==> src/rtl/disp_mode_ctrl.sv <==
// disp_mode_ctrl
//   Display-mode controller for a multi-channel clock or alarm face.
//   - mode_btn steps through NUM_MODES display channels and wraps back to 0.
//   - segout is a registered copy of the selected channel's {high, low} fields.
//   - While edit_en=1, the field chosen by edit_fld blinks: it shows all-ones
//     for one BLINK_DIV-cycle half-period, then the real value for the next.
//   - A small alarm FSM (IDLE / RINGING / SNOOZE) has bounded ring and snooze
//     timers and drives the buzzer output.
// Ports
//   clk, rst         clock; asynchronous active-high reset
//   mode_btn         pulse: advance to the next display channel
//   hi_bus, lo_bus   packed per-channel fields; channel k is at [k*DW +: DW]
//   edit_en          the current channel is being edited
//   edit_fld         field being edited: 0 = high, 1 = low
//   alarm_en         alarm armed; 0 forces IDLE
//   ring             alarm-match pulse
//   stop_btn         pulse: silence the alarm
//   snooze_btn       pulse: snooze the alarm
//   segout           registered display word {high, low}
//   mode_idx         current channel
//   alarmout         buzzer drive; 1 exactly while in RINGING
//   alarm_st         alarm FSM state code
module disp_mode_ctrl #(
  parameter int NUM_MODES  = 4,
  parameter int DW         = 8,
  parameter int BLINK_DIV  = 25000000,
  parameter int RING_CYC   = 60000000,
  parameter int SNOOZE_CYC = 300000000
) (
  input  logic                    clk,
  input  logic                    rst,
  input  logic                    mode_btn,
  input  logic [NUM_MODES*DW-1:0] hi_bus,
  input  logic [NUM_MODES*DW-1:0] lo_bus,
  input  logic                    edit_en,
  input  logic                    edit_fld,
  input  logic                    alarm_en,
  input  logic                    ring,
  input  logic                    stop_btn,
  input  logic                    snooze_btn,
  output logic [2*DW-1:0]         segout,
  output logic [((NUM_MODES > 2) ? $clog2(NUM_MODES) : 1)-1:0] mode_idx,
  output logic                    alarmout,
  output logic [1:0]              alarm_st
);

  localparam int MW = (NUM_MODES > 2) ? $clog2(NUM_MODES) : 1;
  localparam int BW = (BLINK_DIV  > 2) ? $clog2(BLINK_DIV)  : 1;
  localparam int RW = (RING_CYC   > 2) ? $clog2(RING_CYC)   : 1;
  localparam int SW = (SNOOZE_CYC > 2) ? $clog2(SNOOZE_CYC) : 1;

  localparam logic [MW-1:0] MODE_LAST  = MW'(NUM_MODES - 1);
  localparam logic [BW-1:0] BLINK_LAST = BW'(BLINK_DIV - 1);
  localparam logic [RW-1:0] RING_LAST  = RW'(RING_CYC - 1);
  localparam logic [SW-1:0] SNZ_LAST   = SW'(SNOOZE_CYC - 1);

  localparam logic [1:0] ST_IDLE = 2'b00;
  localparam logic [1:0] ST_RING = 2'b01;
  localparam logic [1:0] ST_SNZ  = 2'b10;

  // ---------------- channel select / display word ----------------
  logic [NUM_MODES-1:0][DW-1:0] hi_arr, lo_arr;
  assign hi_arr = hi_bus;
  assign lo_arr = lo_bus;

  logic [BW-1:0] blk_cnt;
  logic          blink_ph;   // 1 = visible half-period
  logic          fld_q;      // edit_fld from the previous edge, used to detect a change
  logic          blank;
  logic [DW-1:0] hi_sel, lo_sel;

  assign hi_sel = hi_arr[mode_idx];
  assign lo_sel = lo_arr[mode_idx];
  assign blank  = edit_en && !blink_ph;

  always_ff @(posedge clk or posedge rst) begin
    if (rst) begin
      mode_idx <= '0;
      segout   <= '0;
    end else begin
      if (mode_btn) mode_idx <= (mode_idx == MODE_LAST) ? '0 : mode_idx + MW'(1);
      // This uses the pre-update mode_idx, so a channel change reaches segout
      // on the second edge after the button press.
      segout <= {(blank && !edit_fld) ? {DW{1'b1}} : hi_sel,
                 (blank &&  edit_fld) ? {DW{1'b1}} : lo_sel};
    end
  end

  // Blink phase restarts visible whenever editing stops, the channel changes,
  // or the edited field changes, so the user always sees the value first.
  always_ff @(posedge clk or posedge rst) begin
    if (rst) begin
      blk_cnt  <= '0;
      blink_ph <= 1'b1;
      fld_q    <= 1'b0;
    end else begin
      fld_q <= edit_fld;
      if (!edit_en || mode_btn || (edit_fld != fld_q)) begin
        blk_cnt  <= '0;
        blink_ph <= 1'b1;
      end else if (blk_cnt == BLINK_LAST) begin
        blk_cnt  <= '0;
        blink_ph <= ~blink_ph;
      end else begin
        blk_cnt <= blk_cnt + BW'(1);
      end
    end
  end

  // ---------------- alarm FSM ----------------
  logic [1:0]    st_nxt;
  logic [RW-1:0] rtmr, rt_nxt;
  logic [SW-1:0] stmr, sn_nxt;

  // Each timer stops at its last value by leaving its state, so it never wraps.
  always_comb begin
    st_nxt = alarm_st;
    rt_nxt = rtmr;
    sn_nxt = stmr;
    if (!alarm_en) begin
      st_nxt = ST_IDLE;
    end else begin
      case (alarm_st)
        ST_IDLE: if (ring) begin
          st_nxt = ST_RING;
          rt_nxt = '0;
        end
        ST_RING: begin
          if (stop_btn)              st_nxt = ST_IDLE;
          else if (snooze_btn) begin st_nxt = ST_SNZ; sn_nxt = '0; end
          else if (rtmr == RING_LAST) st_nxt = ST_IDLE;
          else                       rt_nxt = rtmr + RW'(1);
        end
        ST_SNZ: begin
          if (stop_btn)              st_nxt = ST_IDLE;
          else if (stmr == SNZ_LAST) begin st_nxt = ST_RING; rt_nxt = '0; end
          else                       sn_nxt = stmr + SW'(1);
        end
        default: st_nxt = ST_IDLE;
      endcase
    end
  end

  always_ff @(posedge clk or posedge rst) begin
    if (rst) begin
      alarm_st <= ST_IDLE;
      rtmr     <= '0;
      stmr     <= '0;
      alarmout <= 1'b0;
    end else begin
      alarm_st <= st_nxt;
      rtmr     <= rt_nxt;
      stmr     <= sn_nxt;
      alarmout <= (st_nxt == ST_RING);
    end
  end

endmodule

==> config.mk <==
export PLATFORM = sky130hd
export DESIGN_NAME = disp_mode_ctrl
export DESIGN_NICKNAME = d
export VERILOG_FILES = /design/src/rtl/disp_mode_ctrl.sv
export SDC_FILE = /design/constraint.sdc
export NUM_CORES = 1
export LEC_CHECK = 0
export ABC_AREA = 1
export BUFFER_PORTS_ARGS = -buffer_cell sky130_fd_sc_hd__buf_2
export CAP_MARGIN = 40
export CORE_ASPECT_RATIO = 1.25
export CORE_MARGIN = 2
export CORE_UTILIZATION = 35
export CTS_CLUSTER_DIAMETER = 200
export CTS_CLUSTER_SIZE = 25
export DETAILED_ROUTE_END_ITERATION = 8
export GPL_ROUTABILITY_DRIVEN = 0
export PLACE_DENSITY = 0.57
export SYNTH_ARGS = -nofsm -noshare
export SYNTH_HDL_FRONTEND = slang
export SYNTH_SLANG_ARGS = --single-unit
==> constraint.sdc <==
create_clock -name clk -period 3.6 [get_ports clk]
set_input_delay 0.72 -clock clk [delete_from_list [all_inputs] [get_ports clk]]
set_output_delay 0.72 -clock clk [all_outputs]
set_load 0.03 [all_outputs]
[After elaboration in Yosys (flattened, before gate mapping)]
Index checks and enable logic that the tools add are counted.
Word-level totals
  output and inout bits: 21
  register bits: 103
  bits in latches: 0
  memories: 0
  word-level logic and storage cells: 76
  memory bits (read-only): 0
  bits of input ports: 73
  RAM bits: 0
Operators by class
  eq/ne operators: 16
  multiplexer cells: 31
  bitwise gates (word level): 1
  div/mod/pow operators: 0
  add/subtract/negate cells: 4
  shift operators: 0
  magnitude comparators: 1
  $mul: 0
  reductions and logical operators: 14
Operator list (number)
  $mux 26: 6
  $mux 29: 4
  $pmux 26 s3: 1
  $pmux 29 s2: 1
  $mux 25: 2
  $bmux 8 s2: 2
  $mux 8: 4
  $add 29x1->29 const B: 1
  $eq 29x29->1 const B: 1
  $add 26x1->26 const B: 1
  $eq 26x26->1 const B: 1
  $add 25x1->25 const B: 1
  $eq 25x25->1 const B: 1
  $mux 2: 8
  $ne 2x2->1 const B: 8
  $reduce_and 8->1: 1
  $pmux 2 s3: 1
  $reduce_and 6->1: 1
  $eq 2x1->1 const B: 2
  $eq 2x2->1 const B: 2
  $reduce_bool 2->1: 2
  $logic_and 1x1->1: 3
  $logic_not 1->1: 3
  $lt 2x3->1 const B: 1
  7 further kinds: 9

[Longest topological paths before layout]
Gate-level depths: netlist of run 1.
  depth after elaboration: 7
  gate-level depth with buffers: 12
  mapped depth without buffers: 11

[Worst setup path after synthesis of run 1]
No wires, ideal clock.
  path type: input to register
  start point: input edit_fld
  end point: register blk_cnt[2]
  path buffers: 2
  path slack: 1.810 ns
  arrival time: 1.701 ns
  setup time: 0.088 ns
  stages: 8
  cells stage by stage: inv_1 -> nor2_1 -> nor2_1 -> and3_1 -> clkbuf_1 -> inv_1 -> clkbuf_1 -> nor3b_1
Between the ends
  longest elaborated chain between the ends: 3
Ends and longest elaborated chain
  start: declaration: RTL line 36  | input logic edit_fld,
  $ne 1x1->1: RTL line 98  | if (!edit_en || mode_btn || (edit_fld != fld_q)) begin
  $logic_or 1x1->1: RTL line 98
  $mux 25: RTL line 98
  end signal: assignment: RTL line 105  | blk_cnt <= blk_cnt + BW'(1);
  end: declaration: RTL line 66  | logic [BW-1:0] blk_cnt;
No other way between the ends.
A chain may end at the register's enable or synchronous reset.

[Worst setup path after layout of run 1]
  start point: register rtmr[0]
  end point: register rtmr[20]
Between the ends
  longest elaborated chain between the ends: 5
Ends and longest elaborated chain
  start: declaration: RTL line 112  | logic [RW-1:0] rtmr, rt_nxt;
  start signal: assignment: RTL line 152  | rtmr <= rt_nxt;
  $add 26x1->26: RTL line 132  | else rt_nxt = rtmr + RW'(1);
  $mux 26: RTL line 131  | else if (rtmr == RING_LAST) st_nxt = ST_IDLE;
  $mux 26: RTL line 130  | else if (snooze_btn) begin st_nxt = ST_SNZ; sn_nxt = '0; end
  $mux 26: RTL line 129  | if (stop_btn) st_nxt = ST_IDLE;
  $pmux 26 s3: RTL line 123  | case (alarm_st)
Parallel ways exist; a longest one is shown, timed or not. The select of a mux whose other input is x is not followed.

==> impl_metrics.json, run 1 <==
{
  "routed_wl_um": 17800,
  "overflow": 0,
  "synth_area_um2": 6820,
  "post_drt_wl_per_cell_um": 12.7,
  "start_util_pct": 35.4,
  "rows": 57,
  "synth_seq_cells": 103,
  "max_stage_delay_ns": 0.45,
  "hold_viol_final": 0,
  "cts_setup_buffers": 0,
  "cap_viol_max_count": 0,
  "end_kind": "flip-flop",
  "synth_edf_count": 0,
  "grt_use_total_pct": 18.1,
  "synthDominantCellAreaShare_pct": 37.4,
  "ant_nets": 0,
  "power_mw": 3.15,
  "timing.slew.headroom_pct": 47.2,
  "port_buffers": 93,
  "fin_crit_sh_pct": 61.1,
  "drt-initial-drc-count": 383,
  "yosysTopAreaCell": "dfrtp_1",
  "critPathTopFamily": "simple AND/OR/NAND/NOR gates",
  "slew_violations": 0,
  "vias": 6680,
  "grt_antenna_before_repair": 0,
  "cts_tree": "done",
  "syn_avg_cell_area_um2": 6.33,
  "tightest_slew_ns": 0.787,
  "clk_latency_ns": 0.37,
  "yosysMostFrequentCell": "nand2_1",
  "numCtsBuffers": 9,
  "ys_seq_area_share_pct": 37.8,
  "die_x_um": 129,
  "worst_slack_ns": 1.40,
  "ctsHoldBuffers": 0,
  "ir_worst_vdd_uv": 276,
  "skew_ns": 0.0116,
  "syn-instance-count": 1078,
  "synth_warnings": 0,
  "outcome": "finished, final reports clean",
  "cpMostUsedCell": "nand2_1",
  "syn2layout_area_growth_pct": 14.7,
  "syn-num-nets": 1155,
  "start_kind": "flip-flop",
  "drc_errors": 0,
  "io_pins": 94,
  "ys.flop_type": "dfrtp_1",
  "async_reset_ff_share_pct": 100,
  "drive_gt1_share_pct": 11.4,
  "placed_area_um2": 7520,
  "fmax_mhz": 455,
  "dieArea_um2": 20600,
  "clockBufferDepth": 2,
  "stdcell_area_um2": 7820,
  "cp.required_ns": 3.91,
  "hpwl_um": 13300,
  "grt_max_degree": 64,
  "clk_pin_slew_ns": 0.08,
  "synth_cell_types": 30,
  "tns_ns": 0,
  "synthTopCellsByCount": "nand2_1 (372), nor2_1 (272), dfrtp_1 (102), nand3_1 (86), inv_1 (83)",
  "hold_class": "input port to async pin",
  "dp_slack_ns": 1.39,
  "layout.nets": 1238,
  "rsz0062_at_grt": "no",
  "crit_chain": "ha_1 -> nand2_1 -> nor2_4 -> nand2_1 -> nor2_1 -> nand2_1 -> nand2_1 -> nand2_1 -> nand2_2 -> nand2_1 -> nand2_1",
  "worst_path_max_delay_cell": "dfrtp_1",
  "critical_path_arrival_ns": 2.50,
  "diodes": 0,
  "grt_pass1_vias": 6506,
  "worst-path-buf-inv": 0,
  "power.leakage_nw": 3.45,
  "worstSetupPathType": "flip-flop to flip-flop",
  "fin_crit_ns": 2.20,
  "cts_sinks": 103,
  "vias_per_cell": 4.76,
  "htree_levels": 3,
  "yosys-top-cells-area": "dfrtp_1 (37%), nand2_1 (20%), nor2_1 (15%)",
  "p_per_area_nw_per_um2": 402,
  "core_um2": 19300,
  "cts_resized": 0,
  "crit_fanout": 26,
  "drtPass1Iterations": 4,
  "cts_root_buf": "clkbuf_16",
  "setup_violations": 0,
  "die_h_um": 160,
  "grt_pass1_wl_um": 30700
}
layout make-up:
| type | count | area (µm²) |
|---|---|---|
| Clock buffer | 9 | 225 |
| Clock inverter | 7 | 72.6 |
| Fill cell | 2133 | 11400 |
| Inverter | 87 | 329 |
| Multi-Input combinational cell | 858 | 3760 |
| Sequential cell | 103 | 2580 |
| Tap cell | 236 | 295 |
| Timing Repair Buffer | 102 | 561 |
state kept, by name, indices dropped and copies added, names as in the netlist:
signal / flops
alarm_st: 2
alarmout: 1
blink_ph: 1
blk_cnt: 25
fld_q: 1
mode_idx: 2
rtmr: 26
segout: 16
stmr: 29
cells by family after synthesis:
family,Yosys count,share of synthesized area [%]
adders and majority gates,4,0.734
and+or+nand+nor,775,46.0
xor gates and xnor gates,31,3.98
AOI/OAI and AO/OA,48,4.40
buffers and inverters,117,7.08
DFF,103,37.8
path summary, 6_finish.rpt:
check	from	end	slack, ns	cells after the start
max in group asynchronous	rst	rtmr[25]$_DFFE_PP0P_	2.48	4
max reg2reg	rtmr[0]$_DFFE_PP0P_	rtmr[20]$_DFFE_PP0P_	1.40	11
min reg2reg	blink_ph$_DFFE_PP1P_	blink_ph$_DFFE_PP1P_	0.49	2
max	rtmr[0]$_DFFE_PP0P_	rtmr[20]$_DFFE_PP0P_	1.40	11
min in group clk	edit_fld	fld_q$_DFF_PP0_	0.49	1
min	rst	segout[6]$_DFF_PP0_	0.27	2
cell usage in the layout (no fill, tap or decap), types with 7 or more instances in the layout:
master | netlist | layout
buf_2 | 5 | 93
buf_4 | 0 | 7
clkbuf_16 | 0 | 9
dfrtp_1 | 102 | 102
inv_1 | 83 | 82
nand2_1 | 372 | 372
nand3_1 | 86 | 86
nor2_1 | 272 | 272
nor3_1 | 18 | 18
o21ai_0 | 25 | 25
o311ai_0 | 16 | 16
xnor2_1 | 14 | 14
xor2_1 | 17 | 17
power breakdown:
part / switching, mW / internal (mW)
Clock: 0.525 / 0.494
Sequential: 0.0610 / 1.27
Combinational: 0.564 / 0.239
metrics by stage:
| step | util (%) | instances | hold WS, ns |
|---|---|---|---|
| after floorplan | - | 1078 | 0.467 |
| after global placement | 38.8 | 1384 | 0.487 |
| after detailed placement | 39.1 | 1386 | 0.482 |
| after CTS | 40.6 | 1402 | 0.264 |
| after global routing | 40.6 | 1402 | 0.272 |
| final | 40.6 | 1402 | 0.268 |
routing by layer:
layer / global-route usage, % / routed length (µm) / share of wire, % / up-vias
met2: 31.1 / 8580 / 48 / 122
li1: - / - / - / 3528
met5: 0 / 0 / 0 / -
met4: 6.57 / 456 / 2.6 / 0
met1: 23.1 / 8060 / 45 / 3006
met3: 2.65 / 664 / 3.7 / 24
Note: power is estimated with default switching activity, not from simulation.
==> run 2, diff against run 1 <==
ABC_AREA = 0   (was 1)
PLACE_DENSITY = 0.56   (was 0.57)
clock period = 2.2 ns   (was 3.6 ns; I/O delays follow)
==> impl_metrics.json, run 2 <==
{
  "outcome": "finished with violations",
  "violations": "negative setup slack",
  "fin_crit_ns": 2.43,
  "tightest_slew_ns": 0.733,
  "rr_worst_depth": 7,
  "clk_latency_ns": 0.35,
  "rsz0062_at_grt": "yes",
  "htree_levels": 3,
  "drt-initial-drc-count": 285,
  "core_um2": 15100,
  "rows": 50,
  "ys.flop_type": "dfrtp_1",
  "cts_sinks": 103,
  "power.leakage_nw": 3.29,
  "overflow": 0,
  "holdWs_ns": 0.250,
  "die_h_um": 143,
  "p_per_area_nw_per_um2": 700,
  "ctsHoldBuffers": 0,
  "largest_reg_flops": 29,
  "syn-instance-count": 535,
  "start_util_pct": 36.0,
  "numCtsBuffers": 9,
  "crit_fanout": 14,
  "top_register": "stmr",
  "end_kind": "flip-flop",
  "synth_warnings": 0,
  "routed_wl_um": 13600,
  "syn2layout_area_growth_pct": 35.4,
  "hold_viol_final": 0,
  "yosys-top-cells-area": "dfrtp_1 (47%), mux4_2 (6.6%), xor2_1 (5.8%)",
  "grt_max_degree": 104,
  "worstSetupPathType": "flip-flop to flip-flop",
  "yosysTopAreaCell": "dfrtp_1",
  "async_reset_ff_share_pct": 100,
  "slew_violations": 0,
  "final_cell_mix": "dfrtp_1 (99), buf_2 (93), buf_4 (72)",
  "ys_seq_area_share_pct": 47.4,
  "syn-num-nets": 612,
  "placed_area_um2": 6690,
  "timing.slew.headroom_pct": 51.2,
  "stdcell_area_um2": 7360,
  "critical_path_arrival_ns": 2.71,
  "met3_usage_pct": 3.80,
  "synth_seq_cells": 103,
  "start_kind": "flip-flop",
  "globalRoute.busiestLayer": "met2",
  "fillers": 1367,
  "vias": 4669,
  "grt_pass1_vias": 4870,
  "cap_viol_max_count": 0,
  "diodes": 0,
  "clockBufferDepth": 2,
  "post_drt_wl_per_cell_um": 14.9,
  "fin_crit_sh_pct": 110,
  "cp.required_ns": 2.48,
  "hold_class": "input port to async pin",
  "syn_avg_cell_area_um2": 10.2,
  "final_common_cell": "dfrtp_1",
  "r2r-start": "stmr[25]$_DFFE_PP0P_",
  "grt_use_total_pct": 17.0,
  "io_pins": 94,
  "vias_per_cell": 5.10,
  "ir_worst_vdd_uv": 478,
  "synth_cell_types": 52,
  "r2r_slack_ns": -0.23,
  "layout.nets": 779,
  "dp_slack_ns": -0.300,
  "drtPass1Iterations": 5,
  "synthTopCellsByCount": "dfrtp_1 (102), nor2_1 (67), xor2_1 (36), nand3_1 (35), nand2_1 (31)",
  "startpoint": "stmr[25]$_DFFE_PP0P_",
  "cts_tree": "done",
  "clk_pin_slew_ns": 0.07,
  "drive_gt1_share_pct": 38.9,
  "setup_violations": 15,
  "port_buffers": 93,
  "worst_slack_ns": -0.230,
  "rr_endpoint": "rtmr[25]$_DFFE_PP0P_",
  "drc_errors": 0,
  "die_x_um": 115,
  "ant_nets": 0,
  "fmax_mhz": 412,
  "synthDominantCellAreaShare_pct": 47.0,
  "met2_usage_pct": 29.1,
  "crit_path_end": "rtmr[25]$_DFFE_PP0P_",
  "cts_root_buf": "clkbuf_16",
  "synth_edf_count": 0,
  "dieArea_um2": 16500,
  "hpwl_um": 9760,
  "synth_area_um2": 5440,
  "power_mw": 5.15,
  "reg_top3": "stmr x29, rtmr x26, blk_cnt x25",
  "grt_antenna_before_repair": 0,
  "yosysMostFrequentCell": "dfrtp_1",
  "placed_cells": 891,
  "final_cells": 915,
  "met1_usage_pct": 21.0,
  "skew_ns": 0.00693,
  "grt_pass1_wl_um": 22500
}
-- run 2: critical path, cell delays in order, from the launching register on --
cell,delay [ns]
dfrtp_2,0.44
nor4_4,0.27
nand4_1,0.16
o31a_1,0.28
or3_1,0.39
buf_6,0.16
or4b_4,0.52
a21oi_2,0.13
-- run 2: cell type report --
type / instances / area [µm²] / share of cell area [%]
Multi-Input combinational cell: 397 / 2940 / 39.9
Sequential cell: 103 / 2580 / 35.1
Timing Repair Buffer: 177 / 1190 / 16.1
Tap cell: 208 / 260 / 3.54
Clock buffer: 12 / 256 / 3.48
Clock inverter: 4 / 76.3 / 1.04
Inverter: 14 / 56.3 / 0.765
-- run 2: kinds of logic after synthesis --
kind of cell / share of synthesized area [%]
AO/OA/AOI/OAI: 5.23
buffers and inverters: 2.58
multiplexers: 7.23
flip-flops: 47.4
AND/OR/NAND/NOR: 27.4
XOR/XNOR: 9.19
adder cells (fa/ha/maj): 0.921
-- run 2: worst min path at each step --
stage                         startpoint                    to  slack (ns)  cells past startpoint
floorplan           blk_cnt[0]$_DFF_PP0_  blk_cnt[0]$_DFF_PP0_        0.47                      1
detailed placement  blk_cnt[0]$_DFF_PP0_  blk_cnt[0]$_DFF_PP0_        0.50                      1
finish                               rst  segout[14]$_DFF_PP0_        0.25                      3
global route                    edit_fld       fld_q$_DFF_PP0_        0.25                      1
CTS                             edit_fld       fld_q$_DFF_PP0_        0.24                      1
global placement    blk_cnt[0]$_DFF_PP0_  blk_cnt[0]$_DFF_PP0_        0.48                      1
-- run 2: power breakdown --
group / internal [mW] / leakage [nW] / switching, mW / total [mW]
sequential: 2.06 / 1.38 / 0.107 / 2.16
clock: 1.06 / 0.159 / 0.713 / 1.78
combinational: 0.547 / 1.75 / 0.665 / 1.21
total: 3.67 / 3.29 / 1.48 / 5.15
-- run 2: per-layer routing --
layer	wire, µm	share of wire, %
met2	6980	51
met3	592	4.4
met4	215	1.6
met1	5820	43
met5	0	0
-- run 2: timing repair --
action | CTS | global route
pin swaps | 2 | 13
hold endpoints to repair | 0 | 0
gates cloned | 0 | 1
endpoints found under the setup margin | 39 | 46
buffers inserted | 3 | 4
resized for setup | 9 | 49
-- run 2: metrics by stage --
step	setup TNS, ns	util [%]
after global placement	-1.50	44.3
after global routing	-3.83	48.8
after detailed placement	-2.92	44.3
after CTS	-1.92	47.0
after floorplan	-0.748	-
final	-1.71	48.8
==> run 3, diff against run 2 <==
RECOVER_POWER = 50   (was unset)
SKIP_CTS_REPAIR_TIMING = 1   (was unset)
==> impl_metrics.json, run 3 (synthesized netlist as in run 2, its figures left out) <==
{
  "vias_per_cell": 5.16,
  "worst_slack_ns": -0.289,
  "final_cells": 915,
  "grt_pass1_wl_um": 22500,
  "drt-initial-drc-count": 239,
  "core_um2": 15100,
  "vias": 4723,
  "crit_chain": "nor4b_2 -> nand4_1 -> o31a_1 -> or3_1 -> buf_6 -> buf_6 -> or4_4 -> a21oi_2",
  "post_drt_wl_per_cell_um": 15.2,
  "final_common_cell": "dfrtp_1",
  "port_buffers": 93,
  "clockBufferDepth": 2,
  "cts_root_buf": "clkbuf_16",
  "ant_nets": 0,
  "syn2layout_area_growth_pct": 38.3,
  "max_stage_delay_ns": 0.42,
  "end_kind": "flip-flop",
  "setup_violations": 16,
  "critPathTopFamily": "simple AND/OR/NAND/NOR gates",
  "slew_violations": 0,
  "power.leakage_nw": 3.31,
  "numCtsBuffers": 9,
  "top_register": "stmr",
  "rows": 50,
  "p_clk_share_pct": 34.6,
  "drive_gt1_share_pct": 41.3,
  "tightest_slew_ns": 1.41,
  "routed_wl_um": 13900,
  "hpwl_um": 9760,
  "p_int_mw": 3.66,
  "io_pins": 94,
  "start_util_pct": 36.0,
  "p_sw_share_pct": 29.2,
  "die_h_um": 143,
  "grt_max_degree": 104,
  "fmax_mhz": 402,
  "diodes": 0,
  "start_kind": "flip-flop",
  "pwr-share-comb_pct": 23.6,
  "largest_reg_flops": 29,
  "worst-path-buf-inv": 2,
  "cpMostUsedCell": "buf_6",
  "cap_viol_max_count": 0,
  "clk_latency_ns": 0.35,
  "hold_viol_final": 0,
  "clk_pin_slew_ns": 0.07,
  "die_x_um": 115,
  "placed_area_um2": 6690,
  "fin_crit_sh_pct": 113,
  "globalRoute.busiestLayer": "met2",
  "met1_usage_pct": 21.0,
  "overflow": 0,
  "placed_cells": 891,
  "cts_tree": "done",
  "p_per_area_nw_per_um2": 688,
  "met2_usage_pct": 29.1,
  "cts_sinks": 103,
  "layout.nets": 779,
  "skew_ns": 0.00810,
  "final_cell_mix": "dfrtp_1 (99), buf_2 (91), buf_4 (74)",
  "htree_levels": 3,
  "outcome": "finished with violations",
  "dieArea_um2": 16500,
  "critical_path_arrival_ns": 2.77,
  "grt_pass1_vias": 4852,
  "drtPass1Iterations": 4,
  "seqPwrFrac_pct": 41.8,
  "grt_antenna_before_repair": 0,
  "ir_worst_vdd_uv": 477,
  "fin_crit_ns": 2.49,
  "cp.required_ns": 2.48,
  "violations": "negative setup slack",
  "grt_use_total_pct": 17.0,
  "reg_top3": "stmr x29, rtmr x26, blk_cnt x25",
  "drc_errors": 0,
  "worstSetupPathType": "flip-flop to flip-flop",
  "hold_class": "input port to flip-flop",
  "timing.slew.headroom_pct": 6.09,
  "crit_fanout": 6,
  "rsz0062_at_grt": "yes",
  "met3_usage_pct": 3.80,
  "stdcell_area_um2": 7520,
  "worst_path_max_delay_cell": "or4_4",
  "switchingPower_mw": 1.51
}
-- run 3: changes by cell type in the layout (fill, tap and decap cells not counted), moves of 3 or more --
| cell | delta |
|---|---|
| nor4_4 | +3 |
| nor2_4 | +4 |
| nor2_1 | -4 |
| nor3_1 | -3 |
| or4_4 | +3 |
| or4_1 | -3 |
-- run 3: final cells by class --
class	instances	area (µm²)
Clock buffer	12	256
Clock inverter	4	76.3
Fill cell	1346	7560
Inverter	14	56.3
Multi-Input combinational cell	397	3110
Sequential cell	103	2580
Tap cell	208	260
Timing Repair Buffer	177	1170
-- run 3: worst paths after layout --
kind | from | endpoint | slack (ns) | depth (start not counted)
max | stmr[17]$_DFFE_PP0P_ | rtmr[19]$_DFFE_PP0P_ | -0.29 | 8
min | edit_fld | fld_q$_DFF_PP0_ | 0.28 | 1
max reg2reg | stmr[17]$_DFFE_PP0P_ | rtmr[19]$_DFFE_PP0P_ | -0.29 | 8
min reg2reg | blk_cnt[0]$_DFF_PP0_ | blk_cnt[0]$_DFF_PP0_ | 0.51 | 1
max in group asynchronous | rst | alarm_st[0]$_DFF_PP0_ | 0.63 | 3
min in group asynchronous | rst | segout[14]$_DFF_PP0_ | 0.55 | 3
-- run 3: per-stage QoR --
stage	setup TNS (ns)	power [mW]	hold slack, ns	setup slack [ns]	util (%)
2_1_floorplan	-0.748	3.01	0.469	-0.138	-
3_3_place_gp	-1.50	3.36	0.481	-0.240	44.3
3_5_place_dp	-2.92	3.39	0.501	-0.300	44.3
4_1_cts	-3.57	5.21	0.243	-0.320	46.6
5_1_grt	-5.94	5.43	0.272	-0.396	49.9
6_report	-3.23	5.17	0.283	-0.289	49.9
-- run 3: power by group through the flow --
stage                     clock (mW)  sequential (mW)  combinational, mW
after floorplan                    0             2.47              0.536
after global placement             0             2.20               1.16
after detailed placement           0             2.20               1.19
after CTS                       1.85             2.17               1.20
after global routing            1.93             2.19               1.31
final                           1.79             2.16               1.22
-- run 3: worst reg2reg max path, stage by stage, from the launching register on --
cell and delay (ns):
dfrtp_1 0.40, nor4b_2 0.34, nand4_1 0.19, o31a_1 0.34
or3_1 0.32, buf_6 0.15, buf_6 0.13, or4_4 0.42
a21oi_2 0.14
-- run 3: layer usage --
| metal | vias to the layer above | part of all wire (%) |
|---|---|---|
| met5 | - | 0 |
| met4 | 0 | 1.8 |
| met3 | 20 | 4.5 |
| met2 | 120 | 51 |
| met1 | 2333 | 42 |
| li1 | 2250 | - |
